`config.mk`:
```
export PLATFORM = sky130hd
export DESIGN_NAME = div32
export DESIGN_NICKNAME = d
export VERILOG_FILES = /design/src/rtl/div32.sv
export SDC_FILE = /design/constraint.sdc
export NUM_CORES = 1
export LEC_CHECK = 0
export CORE_MARGIN = 2
export CORE_UTILIZATION = 30
export CTS_BUF_LIST = sky130_fd_sc_hd__clkbuf_4
export DETAILED_ROUTE_END_ITERATION = 10
export PLACE_DENSITY_LB_ADDON = 0.2
export SYNTH_ARGS = -nofsm -noshare
export SYNTH_HDL_FRONTEND = slang
export SYNTH_SLANG_ARGS = --single-unit
```
`constraint.sdc`:
```
create_clock -name clk -period 3.4 [get_ports clk]
set_clock_uncertainty 0.15 [all_clocks]
set_input_delay 0.34 -clock clk [delete_from_list [all_inputs] [get_ports clk]]
set_output_delay 0.34 -clock clk [all_outputs]
set_load 0.02 [all_outputs]
```
`src/rtl/div32.sv`:
```
// Sequential unsigned restoring divider: one quotient bit per clock, 32 iterations
// per operation, with a single-cycle divide-by-zero shortcut.
module div32 #(
  parameter int N = 32
) (
  input  logic         clk,
  input  logic         rst,
  input  logic         start,
  input  logic [N-1:0] a,
  input  logic [N-1:0] b,
  output logic         busy,
  output logic         done,
  output logic         dbz,
  output logic [N-1:0] quotient,
  output logic [N-1:0] remainder
);

  localparam int CW = $clog2(N) + 1;

  localparam logic [1:0] IDLE = 2'd0;
  localparam logic [1:0] RUN  = 2'd1;
  localparam logic [1:0] DONE = 2'd2;

  logic [1:0]    state_reg, state_next;
  logic [CW-1:0] count_reg, count_next;
  logic [N-1:0]  r_reg, r_next;
  logic [N-1:0]  q_reg, q_next;
  logic [N-1:0]  d_reg, d_next;
  logic [N-1:0]  quot_reg, quot_next;
  logic [N-1:0]  rem_reg, rem_next;
  logic          done_reg, done_next;
  logic          dbz_reg, dbz_next;

  // One restoring step. R never reaches 2^(N-1) before its final shift, so an
  // N-bit partial remainder loses nothing when shifted.
  logic [2*N-1:0] rq_shift;
  logic [N-1:0]   r_shift;
  logic [N:0]     trial;
  logic [N-1:0]   r_step;
  logic [N-1:0]   q_step;

  assign rq_shift = {r_reg, q_reg} << 1;
  assign r_shift  = rq_shift[2*N-1:N];
  assign trial    = {1'b0, r_shift} - {1'b0, d_reg};
  assign r_step   = trial[N] ? r_shift : trial[N-1:0];
  assign q_step   = rq_shift[N-1:0] | {{(N-1){1'b0}}, ~trial[N]};

  always_comb begin
    state_next = state_reg;
    count_next = count_reg;
    r_next     = r_reg;
    q_next     = q_reg;
    d_next     = d_reg;
    quot_next  = quot_reg;
    rem_next   = rem_reg;
    done_next  = done_reg;
    dbz_next   = dbz_reg;
    case (state_reg)
      IDLE, DONE: begin
        if (start) begin
          if (b != '0) begin
            state_next = RUN;
            r_next     = '0;
            q_next     = a;
            d_next     = b;
            count_next = '0;
            done_next  = 1'b0;
            dbz_next   = 1'b0;
          end else begin
            state_next = DONE;
            quot_next  = '1;
            rem_next   = a;
            done_next  = 1'b1;
            dbz_next   = 1'b1;
          end
        end
      end
      RUN: begin
        r_next     = r_step;
        q_next     = q_step;
        count_next = count_reg + 1'b1;
        if (count_reg == CW'(N - 1)) begin
          state_next = DONE;
          quot_next  = q_step;
          rem_next   = r_step;
          done_next  = 1'b1;
        end
      end
      default: state_next = IDLE;
    endcase
  end

  always_ff @(posedge clk) begin
    if (rst) begin
      state_reg <= IDLE;
      count_reg <= '0;
      r_reg     <= '0;
      q_reg     <= '0;
      d_reg     <= '0;
      quot_reg  <= '0;
      rem_reg   <= '0;
      done_reg  <= 1'b0;
      dbz_reg   <= 1'b0;
    end else begin
      state_reg <= state_next;
      count_reg <= count_next;
      r_reg     <= r_next;
      q_reg     <= q_next;
      d_reg     <= d_next;
      quot_reg  <= quot_next;
      rem_reg   <= rem_next;
      done_reg  <= done_next;
      dbz_reg   <= dbz_next;
    end
  end

  assign busy      = (state_reg == RUN);
  assign done      = done_reg;
  assign dbz       = dbz_reg;
  assign quotient  = quot_reg;
  assign remainder = rem_reg;

endmodule
```
; Word level (Yosys, flattened, before mapping)
; Index checks and enable logic that the tools add are counted.
[totals]
inputBits = 67
reg_bits = 169
out_inout_bits = 67
[op_classes]
addsub = 2
mux = 26
bitwise_logic = 2
n_reduce_logical = 10
eq_ne = 7
[ops]
columns = operator, n
row1 = $mux 32, 9
row2 = $pmux 32 s2, 3
row3 = $mux 31, 2
row4 = $pmux 31 s2, 1
row5 = $sub 32x32->33, 1
row6 = $or 32x1->32, 1
row7 = $reduce_bool 32->1, 1
row8 = $mux 6, 2
row9 = $pmux 6 s2, 1
row10 = $reduce_and 3->1, 3
row11 = $add 6x1->6 const B, 1
row12 = $eq 6x5->1 const B, 1
row13 = $mux 2, 3
row14 = $ne 2x2->1 const B, 3
row15 = $pmux 2 s2, 1
row16 = $reduce_and 2->1, 2
row17 = $reduce_and 4->1, 1
row18 = $mux 1, 3
row19 = $eq 2x1->1 const B, 1
row20 = $eq 2x2->1 const B, 1
row21 = $logic_not 2->1, 1
row22 = $ne 2x1->1 const B, 1
row23 = $pmux 1 s2, 1
row24 = $reduce_bool 2->1, 1
row25 = 2 further kinds, 2

; Depth between registers and ports, before layout
; Gate-level depths: netlist (run 1).
[logic_depth]
word_depth = 5
depth_mapped = 15
ltp_nobuf = 12

; Least setup slack after synthesis (run 1)
; OpenSTA, ideal clock, no wires.
[synth_path]
path_type = register to register
from = reg q_reg[31]
to = reg r_reg[15]
n_path_buf = 2
arrival_time_ps = 2592
setup_time_ps = 117
t_required_ps = 3133
slack_ps = 541
stages_incl_launch_ff = 14
cell_sequence = dfxtp_1 -> inv_1 -> ha_1 -> fa_1 -> nor2b_1 -> o31a_1 -> o21bai_1 -> a21oi_2 -> a21o_4 -> a31o_4 -> buf_8 -> buf_6 -> mux2_4 -> a22o_1
[synth_between]
elab_chain_len = 3
[synth_rtl]
columns = item, line_no
row1 = "start, declared", 27  ; logic [N-1:0] q_reg, q_next;
row2 = "start signal, assigned", 108  ; q_reg <= q_next;
row3 = $sub 32x32->33, 44  ; assign trial = {1'b0, r_shift} - {1'b0, d_reg};
row4 = $mux 32, 45  ; assign r_step = trial[N] ? r_shift : trial[N-1:0];
row5 = $pmux 31 s2, 58  ; case (state_reg)
row6 = "end signal, assigned", 107  ; r_reg <= r_next;
row7 = "end, declared", 26  ; logic [N-1:0] r_reg, r_next;
; Every way passes these cells.
; A chain may end at the register's enable or synchronous reset.

; Worst setup path after layout (run 1)
[layout_path]
from = reg q_reg[31]
to = reg rem_reg[7], in the netlist remainder[7]
[layout_between]
elab_chain_len = 4
[layout_rtl]
columns = item, line_no
row1 = $sub 32x32->33, 44
row2 = $mux 32, 45
row3 = $mux 32, 82  ; if (count_reg == CW'(N - 1)) begin
row4 = $pmux 32 s2, 58
row5 = "end signal, assigned", 111  ; rem_reg <= rem_next;
row6 = "end, declared", 30  ; logic [N-1:0] rem_reg, rem_next;
; Every way passes these cells. The select of a mux whose other input is x is not followed.

==> out/metrics.yaml, run 1 <==
sta:
  slew_violations: 0
  fin_tns_setup_ns: 0
  hold_viol: 0
  finalSetupViolCount: 0
  relSlewSlack_pct: 42.0
  worst_pin_slew_ns: 0.870
  fin_crit_sh_pct: 94.9
  rsz0062_at_grt: "false"
  timing.final.ws_setup_ns: 0.173
  timing.hold.ws_ns: 0.223
  min_period_ns: 3.23
  fmax_ghz: 0.310
power:
  peakVddDrop_uv: 199
  p_comb_share_pct: 39.9
  intPower_w: 0.00356
  power_density_nw_per_um2: 528
  clock_power_share_pct: 22.3
  seqPwrFrac_pct: 37.8
  swShare_pct: 39.0
  power.switching_w: 0.00228
  p_leak_nw: 4.42
yosys:
  synth_area_per_cell_um2: 8.75
  ys_seq_elements: 169
  ys_warn_count: 0
  synth_enable_flop_cells: 0
  syn_nets: 1108
  synth_area_um2: 8810
  async_flop_share_pct: 0
  synth_cell_type_count: 69
  yosysSeqAreaShare_pct: 38.4
  synth_ff_type: "dfxtp_1"
  synth_cells: 1006
clocking:
  cts_sinks: 169
  numCtsBuffers: 17
  root_buffer: "clkbuf_4"
  cts_tree: "built"
  clock_latency_ns: 0.59
  cts_buffer_depth: 2
  clkTransAtPathRegs_ns: 0.16
  htree_levels: 4
routing:
  vias_per_cell: 5.09
  final_antenna_net_count: 0
  routed_wl_um: 27300
  post_drt_wl_per_cell_um: 17.9
  num_vias: 7757
  firstDrtPassIters: 7
  route.detailed.drc: 1
  drtIter0Drc: 485
place:
  routabilityCongestion: 0.889
  pre_cts_ws_ns: 0.199
  portBuffers: 133
  place_area_um2: 10700
  dp_hpwl_um: 20700
worst_setup_path:
  cp.arrival_ns: 3.53
  worstPathMaxFanout: 19
  ff2ff_setup_slack_ns: 0.17
  crit_type: "flop to flop"
  r2r_cells: 13
  worstReg2RegEnd: "remainder[7]$_SDFFE_PP0P_"
  required_ns: 3.71
  worstSetupEndpointType: "flop"
  cp-start-kind: "flop"
  rr_startpoint: "q_reg[31]$_SDFFE_PP0P_"
global_routing:
  grt_pass1_wl_um: 43700
  antenna_found_initial: 1
  overflow: 0
  grt_max_degree: 76
  grt_usage_pct: 18.0
  grt_pass1_vias: 7634
final_layout:
  drive_gt1_share_pct: 11.5
  nNetsFinal: 1228
  regArea_um2: 3380
  fillers: 2968
  multi_input_area_um2: 4980
  layout_commonest_cell: "dfxtp_1"
  mostFrequentLayoutCells: "dfxtp_1, nor2_1, clkdlybuf4s50_1"
  finalInstanceArea_um2: 11100
  areaGrowthSynthToFinish_pct: 25.6
outcome:
  violations: "DRC"
  status: "finished, violations left"
min_path:
  holdPathEnd: "d_reg[10]$_SDFFE_PP0P_"
  hold_depth: 3
  hold_class: "primary input to flop"
  min_from: "b[10]"
floorplanning:
  dieArea_um2: 30700
  core-area_um2: 28800
  die_y_um: 175
  start_util_pct: 30.6
  num_rows: 62
  ios: 134
  die_x_um: 175
job:
  maxCapViolCount: 0
-- power by group through the flow --
| stage | Combinational, W | Sequential [W] | Clock [W] |
|---|---|---|---|
| 2_1_floorplan | 0.00171 | 0.00220 | 0 |
| 3_3_place_gp | 0.00231 | 0.00225 | 0 |
| 3_5_place_dp | 0.00230 | 0.00225 | 0 |
| 5_1_grt | 0.00255 | 0.00222 | 0.00143 |
| 6_report | 0.00233 | 0.00221 | 0.00130 |
| 4_1_cts | 0.00232 | 0.00221 | 0.00135 |
-- worst max-delay path, cell delays in order, from the launching register on --
cell,delay [ns]
dfxtp_1,0.38
inv_1,0.07
ha_1,0.21
fa_1,0.40
nor2b_1,0.17
o31a_1,0.20
o21bai_1,0.11
a21oi_2,0.24
a21o_4,0.20
a31o_4,0.24
buf_12,0.18
mux2_2,0.36
nor2_1,0.10
o41ai_1,0.07
-- through the flow --
step                util, %  power (W)  std cells
detailed placement     37.3    0.00455       1490
floorplan                 -    0.00391       1006
finish                 38.4    0.00584       1524
CTS                    38.4    0.00587       1523
global placement       37.3    0.00456       1490
global route           38.4    0.00620       1524
-- kinds of logic (layout without fill, tap and decap cells) --
group	count (synthesis)	count (layout)	share of synthesized area (%)
xor gates and xnor gates	25	25	2.49
adders and majority gates	35	35	5.06
other	0	1	0
and+or+nand+nor	295	295	15.1
muxes	86	86	9.93
AOI/OAI and AO/OA	281	281	23.5
buffers and inverters	115	248	5.47
DFF	169	169	38.4
-- synthesized netlist by cell type, drive strengths merged, types with 4 or more instances --
cell type | number | share of area (%)
a2111oi | 5 | 0.55
a211oi | 42 | 3.6
a21boi | 6 | 0.51
a21o | 21 | 1.9
a21oi | 62 | 3.6
a311oi | 4 | 0.40
a31oi | 11 | 0.95
and2 | 4 | 0.28
and3 | 6 | 0.43
buf | 20 | 1.4
clkbuf | 55 | 2.4
dfxtp | 169 | 38
ha | 34 | 4.8
inv | 39 | 1.7
mux2 | 8 | 1.1
mux2i | 78 | 8.9
nand2 | 63 | 2.7
nand2b | 6 | 0.43
nand3 | 28 | 1.7
nand3b | 8 | 0.68
nand4 | 11 | 0.78
nor2 | 133 | 5.7
nor3 | 17 | 1.0
nor4 | 8 | 0.57
o21a | 12 | 1.0
o21ai | 44 | 2.5
o21bai | 8 | 0.68
o221a | 30 | 3.8
o41ai | 12 | 1.5
or3 | 5 | 0.36
xnor2 | 12 | 1.2
xor2 | 13 | 1.3
-- worst max-delay path by stage --
stage,slack (ns),from,end,cells after the start
5_1_grt,0.01,q_reg[31]$_SDFFE_PP0P_,remainder[7]$_SDFFE_PP0P_,13
6_report,0.17,q_reg[31]$_SDFFE_PP0P_,remainder[7]$_SDFFE_PP0P_,13
4_1_cts,0.18,q_reg[31]$_SDFFE_PP0P_,remainder[11]$_SDFFE_PP0P_,13
2_1_floorplan,0.54,q_reg[31]$_SDFFE_PP0P_,r_reg[15]$_SDFFE_PP0P_,13
3_3_place_gp,0.23,r_reg[26]$_SDFFE_PP0P_,remainder[20]$_SDFFE_PP0P_,11
3_5_place_dp,0.20,q_reg[31]$_SDFFE_PP0P_,remainder[7]$_SDFFE_PP0P_,13
-- what timing repair did --
action | in CTS | in global routing
endpoints found under the hold margin | 12 | 0
hold buffers | 1 | 0
resized for setup | 0 | 4
endpoints found under the setup margin | 0 | 2
setup buffers | 0 | 0
-- area by class of cell --
cell class / count / share of cell area (%)
antenna: 1 / 0.0226
clock buffer: 17 / 1.15
clock inverter: 15 / 1.69
inverter: 40 / 1.36
multi-input combinational: 722 / 45.0
sequential: 169 / 30.6
tap: 384 / 4.34
timing repair buffer: 176 / 15.9
-- metal layers --
metal | part of all wire, % | track usage, %
met1 | 51 | 26.5
met2 | 44 | 27.5
met3 | 4.2 | 2.81
met4 | 1.0 | 3.82
met5 | 0 | 0
Power figures use the tool's default switching activity.
==> run 2, diff against run 1 <==
--- a/config.mk
+++ b/config.mk
@@ -5,6 +5,8 @@
 export SDC_FILE = /design/constraint.sdc
 export NUM_CORES = 1
 export LEC_CHECK = 0
+export CELL_PAD_IN_SITES_DETAIL_PLACEMENT = 0
+export CELL_PAD_IN_SITES_GLOBAL_PLACEMENT = 1
 export CORE_MARGIN = 2
 export CORE_UTILIZATION = 30
 export CTS_BUF_LIST = sky130_fd_sc_hd__clkbuf_4
==> run 2 against run 1 <==
Net effect:
- cell count shrank 0.20%
- count of clock-buffer cells in the layout grew 1
- global-route usage grew 0.46 points
- highest routed layer unchanged
- power grew 2.9%
- largest cell class unchanged
- critical path depth grew 1
- clock power is essentially flat
- sequential power is essentially flat
- the flow now finishes without violations
- worst hold slack gained 0.0023 ns
- maximum frequency shrank 0.28%
==> out/metrics.yaml, run 2 (same netlist as run 1, synthesis figures left out) <==
outcome:
  status: "finished, final reports clean"
clocking:
  htree_levels: 4
  cts_hold_buffers: 0
  clkTransAtPathRegs_ns: 0.16
  clock_latency_ns: 0.57
  cts_tree: "built"
  numCtsBuffers: 17
  cts_buffer_depth: 2
  cts_sinks: 169
  root_buffer: "clkbuf_4"
sta:
  fin_tns_setup_ns: 0
  finalSetupViolCount: 0
  fmax_ghz: 0.309
  slew_violations: 0
  fin_crit_sh_pct: 95.2
  timing.final.ws_setup_ns: 0.164
  relSlewSlack_pct: 32.8
  min_period_ns: 3.24
  worst_pin_slew_ns: 1.01
  hold_viol: 0
  rsz0062_at_grt: "false"
floorplanning:
  die_x_um: 175
  die_y_um: 175
  dieArea_um2: 30700
  core-area_um2: 28800
  num_rows: 62
  start_util_pct: 30.6
  ios: 134
final_layout:
  areaGrowthSynthToFinish_pct: 25.3
  layout_commonest_cell: "dfxtp_1"
  mostFrequentLayoutCells: "dfxtp_1, clkdlybuf4s50_1, nor2_1"
  nNetsFinal: 1225
  drive_gt1_share_pct: 12.1
power:
  power.switching_w: 0.00234
  peakVddDrop_uv: 248
  power_density_nw_per_um2: 545
  p_comb_share_pct: 42.0
  swShare_pct: 38.9
  p_leak_nw: 4.42
  intPower_w: 0.00367
  clock_power_share_pct: 21.3
  seqPwrFrac_pct: 36.7
place:
  dp_hpwl_um: 20700
  pre_cts_ws_ns: 0.131
  routabilityCongestion: 0.870
  portBuffers: 133
global_routing:
  grt_usage_pct: 18.4
  grt_pass1_vias: 7477
  overflow: 0
  antenna_found_initial: 1
  grt_max_degree: 87
  grt_pass1_wl_um: 44500
worst_setup_path:
  crit_type: "flop to flop"
  cp.arrival_ns: 3.52
  worstPathMaxFanout: 6
  required_ns: 3.68
  worstSetupEndpointType: "flop"
  cp-start-kind: "flop"
routing:
  routed_wl_um: 28500
  final_antenna_net_count: 0
  post_drt_wl_per_cell_um: 18.7
  num_vias: 7859
  firstDrtPassIters: 5
  vias_per_cell: 5.17
  route.detailed.drc: 0
  drtIter0Drc: 504
job:
  maxCapViolCount: 0
min_path:
  hold_class: "primary input to flop"
==> run 2: per-layer routing <==
layer  global-route usage (%)  part of all wire, %  routed length [um]  vias to the layer above
li1                         -                    -                   -                     3905
met1                     25.8                   49               13800                     3768
met2                     30.0                   47               13300                      165
met3                     2.58                  3.4                 976                       21
met4                     4.06                  1.3                 382                        0
met5                        0                    0                   0                        -
==> run 2: path summary, 6_finish.rpt <==
kind         cells after the start  slack (ns)                         end                       start
max                             14        0.16  remainder[14]$_SDFFE_PP0P_      q_reg[31]$_SDFFE_PP0P_
min                              4        0.22   quotient[23]$_SDFFE_PP0P_                         rst
max reg2reg                     14        0.16  remainder[14]$_SDFFE_PP0P_      q_reg[31]$_SDFFE_PP0P_
min reg2reg                      2        0.32  remainder[10]$_SDFFE_PP0P_  remainder[10]$_SDFFE_PP0P_
==> run 2: power by group through the flow <==
stage	registers [W]	clock network (W)	logic (W)
floorplan	0.00220	0	0.00171
global placement	0.00225	0	0.00238
detailed placement	0.00225	0	0.00237
CTS	0.00221	0.00132	0.00238
global route	0.00222	0.00139	0.00277
finish	0.00221	0.00128	0.00252
==> run 2: what timing repair did <==
action	4_1_cts	5_1_grt
setup endpoints to repair	0	28
setup buffers	0	5
resized for setup	0	12
==> run 2: area by class of cell <==
| type | count | area, um2 |
|---|---|---|
| Fill cell | 2977 | 17700 |
| Antenna cell | 1 | 2.50 |
| Inverter | 40 | 150 |
| Clock inverter | 14 | 159 |
| Clock buffer | 18 | 135 |
| Timing Repair Buffer | 172 | 1720 |
| Sequential cell | 169 | 3380 |
| Tap cell | 384 | 480 |
| Multi-Input combinational cell | 723 | 5010 |
==> run 2: per-stage QoR <==
stage                     std cells  hold WS [ns]  util, %  instance area, um2  total power (W)
after floorplan                1006         0.281        -                8810          0.00391
after global placement         1481         0.295     36.9               10600          0.00463
after detailed placement       1481         0.296     36.9               10600          0.00462
after CTS                      1513         0.188     38.0               10900          0.00591
after global routing           1521         0.196     38.3               11000          0.00639
final                          1521         0.225     38.3               11000          0.00601
==> run 2: worst max-delay path, stage by stage (launching register included) <==
cell and delay [ns]:
dfxtp_2 0.37, inv_1 0.06, ha_1 0.20, fa_2 0.36
nor2b_2 0.14, o31a_1 0.24, o21bai_2 0.09, a21oi_2 0.20
buf_4 0.15, a21o_4 0.16, a31o_4 0.27, buf_4 0.16
mux2_2 0.36, nor2_1 0.12, o41ai_1 0.08
